`src/rtl/image_write_pad.sv`:
```
// image_write_pad
//   Writes one frame of pixels into banked memory, surrounding the image with
//   a border of p zero-valued pixels on every side. Config registers are
//   written over a simple strobe bus and copied into shadow registers when a
//   frame starts, so reprogramming during a frame only affects the next one.
//
// Ports
//   clk, rst                 clock (rising edge), async active-high reset
//   cfg_data/addr/valid      config register write bus
//   next / next_rdy          frame start request / ready to start (IDLE)
//   str_img_bus/val/rdy      input pixel stream, valid/ready handshake
//   wr_val/bank/addr/data    registered memory write port
//   frame_done               pulses with the last write of a frame
module image_write_pad #(
  parameter  int CFG_DWIDTH = 32,
  parameter  int CFG_AWIDTH = 5,
  parameter  int DEPTH_NB   = 16,
  parameter  int IMG_WIDTH  = 16,
  parameter  int MEM_AWIDTH = 16,
  parameter  int BANK_NB    = 4,
  localparam int BANK_AW    = (BANK_NB > 1) ? $clog2(BANK_NB) : 1,
  localparam int PIX_W      = IMG_WIDTH * DEPTH_NB
) (
  input  logic                  clk,
  input  logic                  rst,
  input  logic [CFG_DWIDTH-1:0] cfg_data,
  input  logic [CFG_AWIDTH-1:0] cfg_addr,
  input  logic                  cfg_valid,
  input  logic                  next,
  output logic                  next_rdy,
  input  logic [PIX_W-1:0]      str_img_bus,
  input  logic                  str_img_val,
  output logic                  str_img_rdy,
  output logic                  wr_val,
  output logic [BANK_AW-1:0]    wr_bank,
  output logic [MEM_AWIDTH-1:0] wr_addr,
  output logic [PIX_W-1:0]      wr_data,
  output logic                  frame_done
);

  // Position counters must hold 16-bit dimension plus twice the 4-bit pad.
  localparam int CW = 18;

  typedef enum logic {IDLE, RUN} state_t;

  state_t state_q, state_d;

  // Programmable registers
  logic [15:0]            img_wm1_q, img_wm1_d;
  logic [15:0]            img_hm1_q, img_hm1_d;
  logic [MEM_AWIDTH-1:0]  base_q, base_d;
  logic [15:0]            pstep_q, pstep_d;
  logic [15:0]            rstep_q, rstep_d;
  logic [3:0]             pad_q, pad_d;
  logic [BANK_AW-1:0]     bank_q, bank_d;
  logic                   auto_q, auto_d;

  // Frame shadows
  logic [15:0]            sh_wm1_q, sh_wm1_d;
  logic [15:0]            sh_hm1_q, sh_hm1_d;
  logic [15:0]            sh_pstep_q, sh_pstep_d;
  logic [15:0]            sh_rstep_q, sh_rstep_d;
  logic [3:0]             sh_pad_q, sh_pad_d;
  logic [BANK_AW-1:0]     sh_bank_q, sh_bank_d;

  // Raster position and incrementally tracked addresses
  logic [CW-1:0]          row_q, row_d;
  logic [CW-1:0]          col_q, col_d;
  logic [MEM_AWIDTH-1:0]  addr_q, addr_d;
  logic [MEM_AWIDTH-1:0]  row_addr_q, row_addr_d;

  // Output registers
  logic                   wr_val_q, wr_val_d;
  logic [BANK_AW-1:0]     wr_bank_q, wr_bank_d;
  logic [MEM_AWIDTH-1:0]  wr_addr_q, wr_addr_d;
  logic [PIX_W-1:0]       wr_data_q, wr_data_d;
  logic                   frame_done_q, frame_done_d;

  logic [CW-1:0] p_ext, last_col, last_row;
  logic          is_pad, issue, at_eol, at_end;

  always_comb begin
    p_ext    = CW'(sh_pad_q);
    last_col = CW'(sh_wm1_q) + (p_ext << 1);
    last_row = CW'(sh_hm1_q) + (p_ext << 1);
    is_pad   = (row_q < p_ext) || (row_q > CW'(sh_hm1_q) + p_ext) ||
               (col_q < p_ext) || (col_q > CW'(sh_wm1_q) + p_ext);
    // Padding positions issue unconditionally; image positions wait for data.
    issue    = (state_q == RUN) && (is_pad || str_img_val);
    at_eol   = (col_q == last_col);
    at_end   = at_eol && (row_q == last_row);
  end

  assign next_rdy    = (state_q == IDLE);
  assign str_img_rdy = (state_q == RUN) && !is_pad;

  always_comb begin
    state_d      = state_q;
    img_wm1_d    = img_wm1_q;
    img_hm1_d    = img_hm1_q;
    base_d       = base_q;
    pstep_d      = pstep_q;
    rstep_d      = rstep_q;
    pad_d        = pad_q;
    bank_d       = bank_q;
    auto_d       = auto_q;
    sh_wm1_d     = sh_wm1_q;
    sh_hm1_d     = sh_hm1_q;
    sh_pstep_d   = sh_pstep_q;
    sh_rstep_d   = sh_rstep_q;
    sh_pad_d     = sh_pad_q;
    sh_bank_d    = sh_bank_q;
    row_d        = row_q;
    col_d        = col_q;
    addr_d       = addr_q;
    row_addr_d   = row_addr_q;
    wr_val_d     = issue;
    frame_done_d = issue && at_end;
    wr_bank_d    = wr_bank_q;
    wr_addr_d    = wr_addr_q;
    wr_data_d    = wr_data_q;

    if (issue) begin
      wr_addr_d = addr_q;
      wr_data_d = is_pad ? '0 : str_img_bus;
      wr_bank_d = sh_bank_q;
    end

    // Auto bank advance at frame end; an explicit BANK write below wins.
    if (issue && at_end && auto_q) begin
      bank_d = (BANK_NB > 1) ? bank_q + BANK_AW'(1) : '0;
    end

    if (cfg_valid) begin
      case (cfg_addr)
        CFG_AWIDTH'(8):  img_wm1_d = cfg_data[15:0];
        CFG_AWIDTH'(9):  begin
          base_d    = MEM_AWIDTH'(cfg_data[31:16]);
          img_hm1_d = cfg_data[15:0];
        end
        CFG_AWIDTH'(10): begin
          pstep_d = cfg_data[31:16];
          rstep_d = cfg_data[15:0];
        end
        CFG_AWIDTH'(11): pad_d = cfg_data[3:0];
        CFG_AWIDTH'(12): begin
          bank_d = cfg_data[BANK_AW-1:0];
          auto_d = cfg_data[16];
        end
        default: ;
      endcase
    end

    case (state_q)
      IDLE: begin
        // Shadows take the _q values, so a same-cycle cfg write is not seen.
        if (next) begin
          state_d    = RUN;
          sh_wm1_d   = img_wm1_q;
          sh_hm1_d   = img_hm1_q;
          sh_pstep_d = pstep_q;
          sh_rstep_d = rstep_q;
          sh_pad_d   = pad_q;
          sh_bank_d  = bank_q;
          row_d      = '0;
          col_d      = '0;
          addr_d     = base_q;
          row_addr_d = base_q;
        end
      end
      RUN: begin
        if (issue) begin
          if (at_end) begin
            state_d = IDLE;
          end else if (at_eol) begin
            col_d      = '0;
            row_d      = row_q + CW'(1);
            row_addr_d = row_addr_q + MEM_AWIDTH'(sh_rstep_q);
            addr_d     = row_addr_q + MEM_AWIDTH'(sh_rstep_q);
          end else begin
            col_d  = col_q + CW'(1);
            addr_d = addr_q + MEM_AWIDTH'(sh_pstep_q);
          end
        end
      end
      default: state_d = IDLE;
    endcase
  end

  always_ff @(posedge clk or posedge rst) begin
    if (rst) begin
      state_q      <= IDLE;
      img_wm1_q    <= '0;
      img_hm1_q    <= '0;
      base_q       <= '0;
      pstep_q      <= '0;
      rstep_q      <= '0;
      pad_q        <= '0;
      bank_q       <= '0;
      auto_q       <= 1'b0;
      sh_wm1_q     <= '0;
      sh_hm1_q     <= '0;
      sh_pstep_q   <= '0;
      sh_rstep_q   <= '0;
      sh_pad_q     <= '0;
      sh_bank_q    <= '0;
      row_q        <= '0;
      col_q        <= '0;
      addr_q       <= '0;
      row_addr_q   <= '0;
      wr_val_q     <= 1'b0;
      wr_bank_q    <= '0;
      wr_addr_q    <= '0;
      wr_data_q    <= '0;
      frame_done_q <= 1'b0;
    end else begin
      state_q      <= state_d;
      img_wm1_q    <= img_wm1_d;
      img_hm1_q    <= img_hm1_d;
      base_q       <= base_d;
      pstep_q      <= pstep_d;
      rstep_q      <= rstep_d;
      pad_q        <= pad_d;
      bank_q       <= bank_d;
      auto_q       <= auto_d;
      sh_wm1_q     <= sh_wm1_d;
      sh_hm1_q     <= sh_hm1_d;
      sh_pstep_q   <= sh_pstep_d;
      sh_rstep_q   <= sh_rstep_d;
      sh_pad_q     <= sh_pad_d;
      sh_bank_q    <= sh_bank_d;
      row_q        <= row_d;
      col_q        <= col_d;
      addr_q       <= addr_d;
      row_addr_q   <= row_addr_d;
      wr_val_q     <= wr_val_d;
      wr_bank_q    <= wr_bank_d;
      wr_addr_q    <= wr_addr_d;
      wr_data_q    <= wr_data_d;
      frame_done_q <= frame_done_d;
    end
  end

  assign wr_val     = wr_val_q;
  assign wr_bank    = wr_bank_q;
  assign wr_addr    = wr_addr_q;
  assign wr_data    = wr_data_q;
  assign frame_done = frame_done_q;

endmodule

```
`config.mk`:
```
export PLATFORM = sky130hd
export DESIGN_NAME = image_write_pad
export DESIGN_NICKNAME = d
export VERILOG_FILES = /design/src/rtl/image_write_pad.sv
export SDC_FILE = /design/constraint.sdc
export NUM_CORES = 1
export LEC_CHECK = 0
export CORE_AREA = 2 2 222 224
export DETAILED_ROUTE_END_ITERATION = 8
export DIE_AREA = 0 0 224 226
export GPL_ROUTABILITY_DRIVEN = 0
export PLACE_DENSITY = 0.86
export SKIP_LAST_GASP = 1
export SYNTH_ARGS = -nofsm -noshare
export SYNTH_HDL_FRONTEND = slang
export SYNTH_SLANG_ARGS = --single-unit
```
`constraint.sdc`:
```
create_clock -name clk -period 27.7 [get_ports clk]
set_input_delay 5.54 -clock clk [delete_from_list [all_inputs] [get_ports clk]]
set_output_delay 5.54 -clock clk [all_outputs]
set_load 0.01 [all_outputs]
```
==> impl_metrics.sql <==
INSERT INTO impl_metrics (metric_group, metric, value, unit) VALUES
('logic_synthesis', 'fraction_of_registers_with_async_set_reset', '100.0', '%'),
('critical_path', 'cp_slowest_cell', 'or4_1', ''),
('global_route', 'grt_pass1_wl', '125.2', 'mm'),
('drt', 'route.antenna.remaining_nets', '0', ''),
('floorplanning', 'fp-row-count', '81', ''),
('sta', 'final_clock_skew', '0.02326', 'ns'),
('sta', 'grt_setup_unrepaired', 'no', ''),
('critical_path', 'setup.worst_path.start_class', 'flop', ''),
('drt', 'dr_total_vias', '19480', ''),
('drt', 'wl_met3', '8.262', 'mm'),
('logic_synthesis', 'synth_net_count', '2412', ''),
('drt', 'drt_first_iter_violations', '1711', ''),
('logic_synthesis', 'post_synth_fa_ha_maj_area_fraction', '5.309', '%'),
('clocking', 'cts_htree_levels', '2', ''),
('global_route', 'antenna_found_initial', '20', ''),
('global_route', 'grtUsageTotal', '33.08', '%'),
('sta', 'achievable-frequency', '92.12', 'MHz'),
('sta', 'report.final.setup_viol', '0', ''),
('layout', 'layout.cells.most_common_list', 'clkdlybuf4s50_1, dfrtp_1, nand2_1, a22o_1, nor2_1', ''),
('min_path', 'min_path_cells', '2', ''),
('logic_synthesis', 'share_of_cell_area_taken_by_muxes_after_synthesis', '5.652', '%'),
('layout', 'layout-drive-gt1-share', '9.021', '%'),
('logic_synthesis', 'synth_sequential_area_ratio', '54.62', '%'),
('layout', 'postLayoutCellArea', '31270', 'um^2'),
('clocking', 'clk_root_buffer_cell', 'clkbuf_16', ''),
('critical_path', 'critical_path_class', 'reg -> out', ''),
('critical_path', 'crit_path_max_fanout', '7', ''),
('pwr', 'seq_power_share', '39.2', '%'),
('logic_synthesis', 'postSynth.topFlopCell', 'dfrtp_1', ''),
('drt', 'drc', '0', ''),
('critical_path', 'cp.required', '22.16', 'ns'),
('drt', 'wl_per_instance', '26.23', 'um'),
('pwr', 'finalPower', '2530', 'uW'),
('clocking', 'cts.sinks', '502', ''),
('drt', 'routed.top_layer', 'met5', ''),
('logic_synthesis', 'ys_ff_latch', '502', ''),
('layout', 'area.growth.synth_to_final', '35.94', '%'),
('critical_path', 'data_arrival_time_of_the_critical_path', '5.31', 'ns'),
('floorplanning', 'die_h', '226', 'um'),
('sta', 'setup_tns', '0', 'ns'),
('clocking', 'postCtsResizedCells', '0', ''),
('logic_synthesis', 'xor_and_xnor_area_share_after_synthesis', '4.341', '%'),
('global_route', 'first_global_vias', '19400', ''),
('logic_synthesis', 'combinational_family_with_the_most_area_after_synthesis', 'compound AO/OA/AOI/OAI gates', ''),
('clocking', 'tritoncts', 'done', ''),
('layout', 'register_area', '12560', 'um^2'),
('critical_path', 'timing.reg2reg.worst_path_depth', '19', ''),
('logic_synthesis', 'synth_top_cells_by_area', 'dfrtp_1, a22o_1, mux2_2', ''),
('min_path', 'min_path_type', 'reg -> reg', ''),
('floorplanning', 'num_io_pins', '576', ''),
('clocking', 'clk-insertion-delay-late', '0.61', 'ns'),
('pwr', 'p_int', '1724', 'uW'),
('sta', 'maxSlewViolCount', '0', ''),
('clocking', 'postCtsHoldBufs', '0', ''),
('drt', 'met2_length', '38.88', 'mm'),
('pwr', 'leakage_power', '0.01441', 'uW'),
('drt', 'met1Wirelength', '33.49', 'mm'),
('clocking', 'cts_setup_buffers', '0', ''),
('logic_synthesis', 'ys_types', '70', ''),
('global_route', 'overflow', '0', ''),
('status', 'status', 'finished, final reports clean', ''),
('floorplanning', 'die_x', '224', 'um'),
('sta', 'timing.final.crit_share', '39.19', '%'),
('pwr', 'power_switching', '805.6', 'uW'),
('clocking', 'tritoncts.num_buffers', '55', ''),
('pwr', 'power_frac_comb', '29.4', '%'),
('layout', 'mostFrequentLayoutCell', 'clkdlybuf4s50_1', ''),
('layout', 'n_fill_cell', '3546', ''),
('critical_path', 'critical_path.cell_chain', 'ha_1 > fa_1 > a21o_1 > a21oi_1 > nor3_1 > nand2_1 > nor2_1 > xnor2_1 > ha_1 > nand3_1 > or4_1 > o32ai_1 > a31oi_1 > nor3_1 > o2111a_1 > clkdlybuf4s50_1', ''),
('logic_synthesis', 'simple_gate_share_of_the_synthesized_area', '11.39', '%'),
('critical_path', 'r2r_end', 'col_q[1]', '');
[cell families (layout without fill, tap and decap cells)]
family	after synthesis	count (layout)
and+or+nand+nor	570	570
DFF	502	502
AOI/OAI and AO/OA	468	468
buffers and inverters	155	729
muxes	117	117
xor gates and xnor gates	114	114
adders and majority gates	94	94
other	0	7
[flip-flops by register name, indices dropped and copies added (netlist names), 2 cells and up]
name / count
addr_q: 16
bank_q: 2
base_q: 16
col_q: 18
img_hm1_q: 16
img_wm1_q: 16
pad_q: 4
pstep_q: 16
row_addr_q: 16
row_q: 18
rstep_q: 16
sh_bank_q: 2
sh_hm1_q: 16
sh_pad_q: 4
sh_pstep_q: 16
sh_rstep_q: 16
sh_wm1_q: 16
wr_addr: 16
wr_bank: 2
wr_data: 256
[synth_stat cells (all sizes together) (7+ instances only)]
cell    number
a21o        22
mux2       103
nor2       106
nand2      266
xor2        45
a211oi      15
o211a        7
a22o       256
nand2b       8
buf         19
and3        23
nor4        16
and2         7
nand3       43
a21oi       47
mux2i       14
ha          88
nor3        27
nor2b       19
dfrtp      502
or2          8
nand4       15
a31oi        7
or3          9
a311oi       8
inv         41
xnor2       69
o21ai       42
a211o        7
clkbuf      95
[metrics by stage]
| stage | utilization (%) | instances | setup WS [ns] | hold WS, ns |
|---|---|---|---|---|
| after floorplan | - | 2020 | 8.144 | 0.4331 |
| after global placement | 60.58 | 3119 | 17.64 | 0.4421 |
| after detailed placement | 60.58 | 3119 | 17.61 | 0.4460 |
| after CTS | 64.64 | 3216 | 16.94 | 0.4708 |
| after global routing | 64.65 | 3217 | 16.64 | 0.4974 |
| final | 64.68 | 3223 | 16.85 | 0.4642 |
[power by group through the flow]
stage               Combinational, uW  Clock [uW]  Sequential (uW)
detailed placement                734           0             1000
CTS                               740         800              989
global route                      788         831             1010
finish                            745         792              993
global placement                  712           0              992
floorplan                         350           0              998
[worst max-delay path, delay by kind of cell, from the launching register on]
family / cells / cell delay [ns]
buffers and inverters: 1 / 0.56
DFF: 1 / 0.47
AOI/OAI and AO/OA: 5 / 1.10
and+or+nand+nor: 6 / 1.49
xor gates and xnor gates: 1 / 0.13
adders and majority gates: 3 / 0.99
[worst max-delay path by stage]
stage	slack, ns	cells past startpoint	end	from
floorplan	8.14	1	addr_q[0]	rst
global placement	17.64	16	str_img_rdy	sh_pad_q[0]
detailed placement	17.61	16	str_img_rdy	sh_pad_q[0]
CTS	16.94	16	str_img_rdy	sh_pad_q[0]
global route	16.64	16	str_img_rdy	sh_pad_q[0]
finish	16.85	16	str_img_rdy	sh_pad_q[0]
[area by class of cell]
type                            instances  area share, %
Antenna cell                            7        0.05602
Sequential cell                       502          40.18
Clock inverter                         18          1.000
Multi-Input combinational cell       1363          31.66
Timing Repair Buffer                  591          18.83
Inverter                               41         0.5162
Clock buffer                           79          5.274
Tap cell                              622          2.489
[metal layers]
metal / track usage, % / up-vias
met5: 0 / -
li1: - / 8389
met4: 12.90 / 24
met3: 10.77 / 240
met2: 52.00 / 1034
met1: 42.57 / 9796
(Power assumes the default switching activity.)
